**src/rtl/round_pack.sv**
```systemverilog
// Post-add normalization, round-to-nearest-even and packing stage of the FPU add path.
// Renormalizes one bit per cycle; one operation in flight, valid/ready on both sides.
module round_pack #(
  parameter int EXP_W = 8,
  parameter int MAN_W = 23
) (
  input  logic               clock,
  input  logic               reset,
  input  logic               in_valid,
  output logic               in_ready,
  input  logic               in_sign,
  input  logic [EXP_W-1:0]   in_exp,
  input  logic [MAN_W+3:0]   in_mant,
  output logic               out_valid,
  input  logic               out_ready,
  output logic               out_sign,
  output logic [EXP_W-1:0]   out_exp,
  output logic [MAN_W-1:0]   out_frac,
  output logic               out_zero,
  output logic               out_inexact,
  output logic               out_overflow
);

  localparam int MW = MAN_W + 4;

  localparam logic [1:0] IDLE  = 2'd0;
  localparam logic [1:0] SHIFT = 2'd1;
  localparam logic [1:0] ROUND = 2'd2;
  localparam logic [1:0] DONE  = 2'd3;

  logic [1:0]       state;
  logic             sign_r;
  logic [EXP_W-1:0] exp_r;
  logic [MW-1:0]    mant_r;

  logic             rnd_inc;
  logic [MAN_W+1:0] rnd_sum;
  logic [MAN_W:0]   rnd_hf;
  logic [EXP_W-1:0] rnd_exp;
  logic             rnd_ovf;
  logic [MAN_W-1:0] rnd_frac;
  logic             rnd_zero;

  assign in_ready  = (state == IDLE);
  assign out_valid = (state == DONE);

  // Round datapath, evaluated from the working registers while in ROUND.
  always_comb begin
    rnd_inc = mant_r[1] & (mant_r[0] | mant_r[2]);
    rnd_sum = {1'b0, mant_r[MW-2:2]} + {{(MAN_W+1){1'b0}}, rnd_inc};
    rnd_exp = exp_r;
    if (rnd_sum[MAN_W+1]) begin
      rnd_hf = rnd_sum[MAN_W+1:1];
      // A SHIFT-stage carry may already have saturated the exponent.
      if (exp_r != '1)
        rnd_exp = exp_r + 1'b1;
    end else begin
      rnd_hf = rnd_sum[MAN_W:0];
    end
    if (rnd_exp == '0 && rnd_hf[MAN_W])
      rnd_exp = {{(EXP_W-1){1'b0}}, 1'b1};
    rnd_ovf  = (rnd_exp == '1);
    rnd_frac = rnd_ovf ? '0 : rnd_hf[MAN_W-1:0];
    rnd_zero = !rnd_ovf && (rnd_exp == '0) && (rnd_hf == '0);
  end

  always_ff @(posedge clock) begin
    if (reset) begin
      state        <= IDLE;
      sign_r       <= 1'b0;
      exp_r        <= '0;
      mant_r       <= '0;
      out_sign     <= 1'b0;
      out_exp      <= '0;
      out_frac     <= '0;
      out_zero     <= 1'b0;
      out_inexact  <= 1'b0;
      out_overflow <= 1'b0;
    end else begin
      case (state)
        IDLE: begin
          if (in_valid) begin
            sign_r <= in_sign;
            exp_r  <= in_exp;
            mant_r <= in_mant;
            state  <= SHIFT;
          end
        end
        SHIFT: begin
          if (exp_r == '1) begin
            out_sign     <= sign_r;
            out_exp      <= '1;
            out_frac     <= mant_r[MW-3:2];
            out_zero     <= 1'b0;
            out_inexact  <= 1'b0;
            out_overflow <= 1'b0;
            state        <= DONE;
          end else if (mant_r == '0) begin
            out_sign     <= sign_r;
            out_exp      <= '0;
            out_frac     <= '0;
            out_zero     <= 1'b1;
            out_inexact  <= 1'b0;
            out_overflow <= 1'b0;
            state        <= DONE;
          end else if (mant_r[MW-1]) begin
            // Right shift folds both guard and sticky into the new sticky.
            mant_r <= {1'b0, mant_r[MW-1:2], mant_r[1] | mant_r[0]};
            exp_r  <= exp_r + 1'b1;
            state  <= ROUND;
          end else if (mant_r[MW-2]) begin
            state <= ROUND;
          end else if (exp_r > {{(EXP_W-1){1'b0}}, 1'b1}) begin
            mant_r <= {mant_r[MW-2:0], 1'b0};
            exp_r  <= exp_r - 1'b1;
          end else begin
            exp_r <= '0;
            state <= ROUND;
          end
        end
        ROUND: begin
          out_sign     <= sign_r;
          out_exp      <= rnd_exp;
          out_frac     <= rnd_frac;
          out_zero     <= rnd_zero;
          out_inexact  <= mant_r[1] | mant_r[0];
          out_overflow <= rnd_ovf;
          state        <= DONE;
        end
        DONE: begin
          if (out_ready)
            state <= IDLE;
        end
        default: state <= IDLE;
      endcase
    end
  end

endmodule

```
**config.mk**
```make
export PLATFORM = sky130hd
export DESIGN_NAME = round_pack
export DESIGN_NICKNAME = d
export VERILOG_FILES = /design/src/rtl/round_pack.sv
export SDC_FILE = /design/constraint.sdc
export NUM_CORES = 1
export LEC_CHECK = 0
export CAP_MARGIN = 40
export CORE_ASPECT_RATIO = 1.4
export CORE_MARGIN = 2
export CORE_UTILIZATION = 45
export CTS_BUF_LIST = sky130_fd_sc_hd__clkbuf_4 sky130_fd_sc_hd__clkbuf_8 sky130_fd_sc_hd__clkbuf_16
export CTS_CLUSTER_SIZE = 8
export DETAILED_ROUTE_END_ITERATION = 6
export PLACE_DENSITY = 0.71
export SYNTH_ARGS = -nofsm -noshare
export SYNTH_HDL_FRONTEND = slang
export SYNTH_SLANG_ARGS = --single-unit
```
**constraint.sdc**
```tcl
create_clock -name clock -period 2.98 [get_ports clock]
set_clock_uncertainty 0.05 [all_clocks]
set_input_delay 0.894 -clock clock [delete_from_list [all_inputs] [get_ports clock]]
set_output_delay 0.894 -clock clock [all_outputs]
set_load 0.02 [all_outputs]
```
* Word level (Yosys, flattened, before mapping)
Cells that the tools add are included.
Widths: inputs -> output; s select.
** Word-level totals
- Output and inout bits :: 37
- Bits of input ports :: 40
- Word-level logic and storage cells :: 92
- Flip-flop bits (word level) :: 73
** Operators by class
- Reductions and logical operators :: 17
- Add/sub/neg operators :: 3
- Equal/unequal tests :: 14
- Bitwise gates (word level) :: 3
- Magnitude comparators :: 1
- Multiplexer cells :: 43
** Operators by type and width (number)
- $mux 8 :: 11
- $mux 27 :: 3
- $mux 26 :: 3
- $mux 23 :: 3
- $pmux 27 s2 :: 1
- $pmux 23 s2 :: 1
- $pmux 8 s2 :: 2
- $logic_not 27->1 :: 1
- $add 24x1->25 :: 1
- $logic_not 24->1 :: 1
- $mux 24 :: 1
- $eq 8x8->1 const B :: 2
- $logic_not 8->1 :: 2
- $mux 2 :: 7
- $ne 3x3->1 const B :: 3
- $add 8x1->8 const B :: 1
- $gt 8x1->1 const B :: 1
- $ne 8x8->1 const B :: 1
- $pmux 1 s2 :: 4
- $pmux 2 s4 :: 1
- $sub 8x1->8 const B :: 1
- $mux 1 :: 6
- $ne 2x2->1 const B :: 3
- $ne 6x6->1 const B :: 1
- other kinds (14) :: 20

* Logic depth before layout (Yosys ltp)
- Depth in word-level cells :: 12
- Mapped depth :: 11
- Depth with buffers taken out :: 9

* Worst setup path before layout
OpenSTA, ideal clock, no wires.
- Kind :: register to register
- From :: register mant_r[1]
- To :: register out_exp[0]
- Path slack :: 0.064 ns
- Period minus slack after synthesis :: 2.916 ns
- Setup time :: 0.069 ns
- Cell stages (with the launch flop) :: 11
- Required time :: 2.861 ns
- Buffers on the path :: 1
- Data arrival time :: 2.797 ns
- Cells stage by stage :: dfxtp_1 > clkbuf_1 > and2_1 > ha_1 > nand4_1 > nor4_4 > nand3_1 > mux2i_1 > or4_1 > or4_1 > o21ai_1
** Between the ends
- Word-level cells in the longest chain between the ends :: 7
- Elaborated cells on any way between the ends :: 11
- Those cells by class :: 1 x add/sub; 1 x eq/ne; 4 x mux; 1 x bitwise; 4 x reduce/logical
** RTL lines
- start, declared :: RTL line 34 : logic [MW-1:0] mant_r;
- start signal, assigned :: RTL line 85 : mant_r <= in_mant;
- start signal, assigned :: RTL line 108 : mant_r <= {1'b0, mant_r[MW-1:2], mant_r[1] | mant_r[0]};
- start signal, assigned :: RTL line 114 : mant_r <= {mant_r[MW-2:0], 1'b0};
- $and 1x1->1 :: RTL line 49 : rnd_inc = mant_r[1] & (mant_r[0] | mant_r[2]);
- $add 24x1->25 :: RTL line 50 : rnd_sum = {1'b0, mant_r[MW-2:2]} + {{(MAN_W+1){1'b0}}, rnd_inc};
- $mux 8 :: RTL line 52 : if (rnd_sum[MAN_W+1]) begin
- $logic_not 8->1 :: RTL line 60 : if (rnd_exp == '0 && rnd_hf[MAN_W])
- $logic_and 1x1->1 :: RTL line 60
- $mux 8 :: RTL line 60
- $pmux 8 s2 :: RTL line 80 : case (state)
- end signal, assigned :: RTL line 123 : out_exp <= rnd_exp;
- end, declared :: RTL line 17 : output logic [EXP_W-1:0] out_exp,
Several ways; a longest one is shown, not always the timed one.
A chain may end at the register's enable or synchronous reset.

* Worst setup path in the final report
Ends and elaborated chain as after synthesis.

==> qor.txt <==
Synth Flop Type = dfxtp_1
Die width = 94.7 µm
FMAX = 358 MHz
Cells after synthesis = 707
Row count = 46
Final setup fails = 0
Total die area = 12,400 µm²
DRT iter0 DRCs = 541
Commonest non-fill, non-tap cells in the layout = nor2_1, clkdlybuf4s50_1, dfxtp_1
Root buffer cell = clkbuf_16
Dpl hpwl = 14,200 µm
RSZ-0062 raised after global routing = false
Total track usage = 0.318
Port Buffers = 76
# clock sinks = 73
Initial antenna violation count = 0
WL/cell = 20.8 µm
Critical path type = reg2reg
Global-route wire length before repair = 30,600 µm
Vias in the first global route = 5,874
Largest net degree at the start of global routing = 72
Most common cell after layout, fill and taps aside = nor2_1
Seq/Total Area, Yosys = 0.282
GPL Wtd Cong = 0.962
Clock buffers created by TritonCTS = 9
Maximum level of the CTS H-tree = 3
Reg clk slew, reported paths = 0.06 ns
WP data required = 3.21 ns
Die Y = 131 µm
Worst skew pair latency = 0.34 ns
Placed Cells incl. Taps = 922
Diodes inserted = 0
Fraction of layout cells with a size suffix above 1 = 0.129
Worst vdd ir = 0.535 mV
Final Non-Filler Cells = 937
Worst-margin pin slew = 0.804 ns
Final setup margin = 0.190 ns
Syn Std Cell Area = 5180 µm²
Core ar. = 11,300 µm²
DR pass1 iterations = 6
Routed via count = 6,062
Async set-or-reset flop fraction in the synthesized netlist = 0
Post-synth EDFFs = 0
Total congestion overflow = 0
Routed vias/inst = 6.47
PD cells = 1080 nW/µm²
Worst setup SP type = flip-flop
Synthesized Nets = 755
Nets@finish = 837
Max cap viols = 0
Crit end category = flip-flop
Min-Delay Path Class = reg2reg
I/O pins = 77
Setup TNS Final = 0 ns
CP Max Fanout = 9
Pre-CTS setup slack = 0.101 ns
Final WL = 19,500 µm
Final Cycle Share = 0.936
Status = finished, final reports clean
WP data arrival = 3.02 ns
Initial Utilization = 0.459
Fin. max-slew vios = 0
Maximum clock path buffer count = 2
P&R area growth vs syn = 29.9%
Setup Buffers After CTS = 0
Slew headroom = 0.464
TritonCTS clock tree = built
DRC viols = 0
Synth cell types = 65
Syn Area/Cell = 7.32 µm²
Ys Warns = 0
Leakage = 0.00251 µW
Synthesized flop and latch total = 73
Detail Route Antenna Nets = 0
Post-route minimum period = 2.79 ns
Final Hold Viols = 0
## worst max-delay path: stages (launching register included)
cell	delay, ns
dfxtp_1	0.30
buf_4	0.17
nor4_1	0.33
nand4_1	0.22
o31a_1	0.34
a21o_1	0.21
or4_1	0.50
or4_1	0.53
o21ai_1	0.08
## registers in the layout, summed over array words and instances (netlist names)
register / flops
out_frac: 23
sign_r: 1
exp_r: 8
state: 2
out_sign: 1
out_overflow: 1
out_inexact: 1
mant_r: 27
out_zero: 1
out_exp: 8
## Yosys cell counts (all sizes together), types with 2 or more instances
master  number  area share
nor2       102       0.074
dfxtp       73        0.28
clkbuf      56       0.041
a211oi      51       0.074
nand2       47       0.034
a21oi       39       0.038
nand3       32       0.032
a221oi      28       0.049
and3        27       0.033
o21ai       22       0.021
nor3        21       0.020
buf         20       0.022
a32oi       15       0.025
inv         15       0.011
o211ai      15       0.022
nand4       14       0.017
nor4        14       0.021
a31oi       12       0.014
xnor2       11       0.019
ha           8       0.019
or3          7      0.0085
xor2         7       0.012
and2         5      0.0060
mux2i        5      0.0097
nor2b        5      0.0060
or4          4      0.0058
a211o        3      0.0051
a31o         3      0.0051
and4         3      0.0051
mux2         3      0.0065
nand2b       3      0.0036
o311ai       3      0.0051
o31a         3      0.0051
a221o        2      0.0039
a311oi       2      0.0034
clkinv       2      0.0015
o21bai       2      0.0029
o31ai        2      0.0029
o32ai        2      0.0034
or2          2      0.0024
## power breakdown
part	switching [µW]	internal (µW)	leakage, µW
clock	438	862	0.000172
combinational	2620	1710	0.00174
sequential	309	1300	0.000602
## layout make-up
type / instances / area, µm²
clock buffers: 11 / 253
inverters: 17 / 63.8
repair buffers: 147 / 1310
clock inverters: 4 / 98.8
multi-input cells: 541 / 3350
well taps: 144 / 180
flip-flops and latches: 73 / 1460
fillers: 1063 / 4560
## repair_timing
item,CTS,global route
hold buffers,0,0
endpoints found under the hold margin,0,0
setup endpoints to repair,0,4
resized for setup,0,1
## metrics by stage
| stage | instance area (µm²) | util | power [µW] | hold slack (ns) |
|---|---|---|---|---|
| after floorplan | 5180 | - | 4390 | 0.382 |
| after global placement | 6370 | 0.565 | 5770 | 0.393 |
| after detailed placement | 6370 | 0.565 | 5860 | 0.402 |
| after CTS | 6720 | 0.596 | 7200 | 0.409 |
| after global routing | 6730 | 0.596 | 7720 | 0.433 |
| final | 6730 | 0.596 | 7250 | 0.402 |
## path summary, 6_finish.rpt
| path | start | slack (ns) | to | depth (start not counted) |
|---|---|---|---|---|
| worst max-delay path | mant_r[1] | 0.19 | out_exp[0] | 8 |
| worst min-delay path | out_exp[1] | 0.40 | out_exp[1] | 2 |
| worst max register to register | mant_r[1] | 0.19 | out_exp[0] | 8 |
| worst min register to register | out_exp[1] | 0.40 | out_exp[1] | 2 |
## logic make-up (layout without fill, tap and decap cells)
family,count (synthesis),after routing,share of synthesized area
buffers and inverters,93,179,0.0752
AOI/OAI and AO/OA,215,215,0.298
adders and majority gates,8,8,0.0193
and+or+nand+nor,292,292,0.278
muxes,8,8,0.0162
xor gates and xnor gates,18,18,0.0304
DFF,73,73,0.282
## layer usage
metal,vias to the layer above,share of wire,global-route usage
li1,2829,-,-
met1,2965,0.38,0.351
met2,224,0.54,0.598
met3,44,0.042,0.0396
met4,0,0.036,0.142
met5,-,0,0
Note: power is estimated with default switching activity, not from simulation.
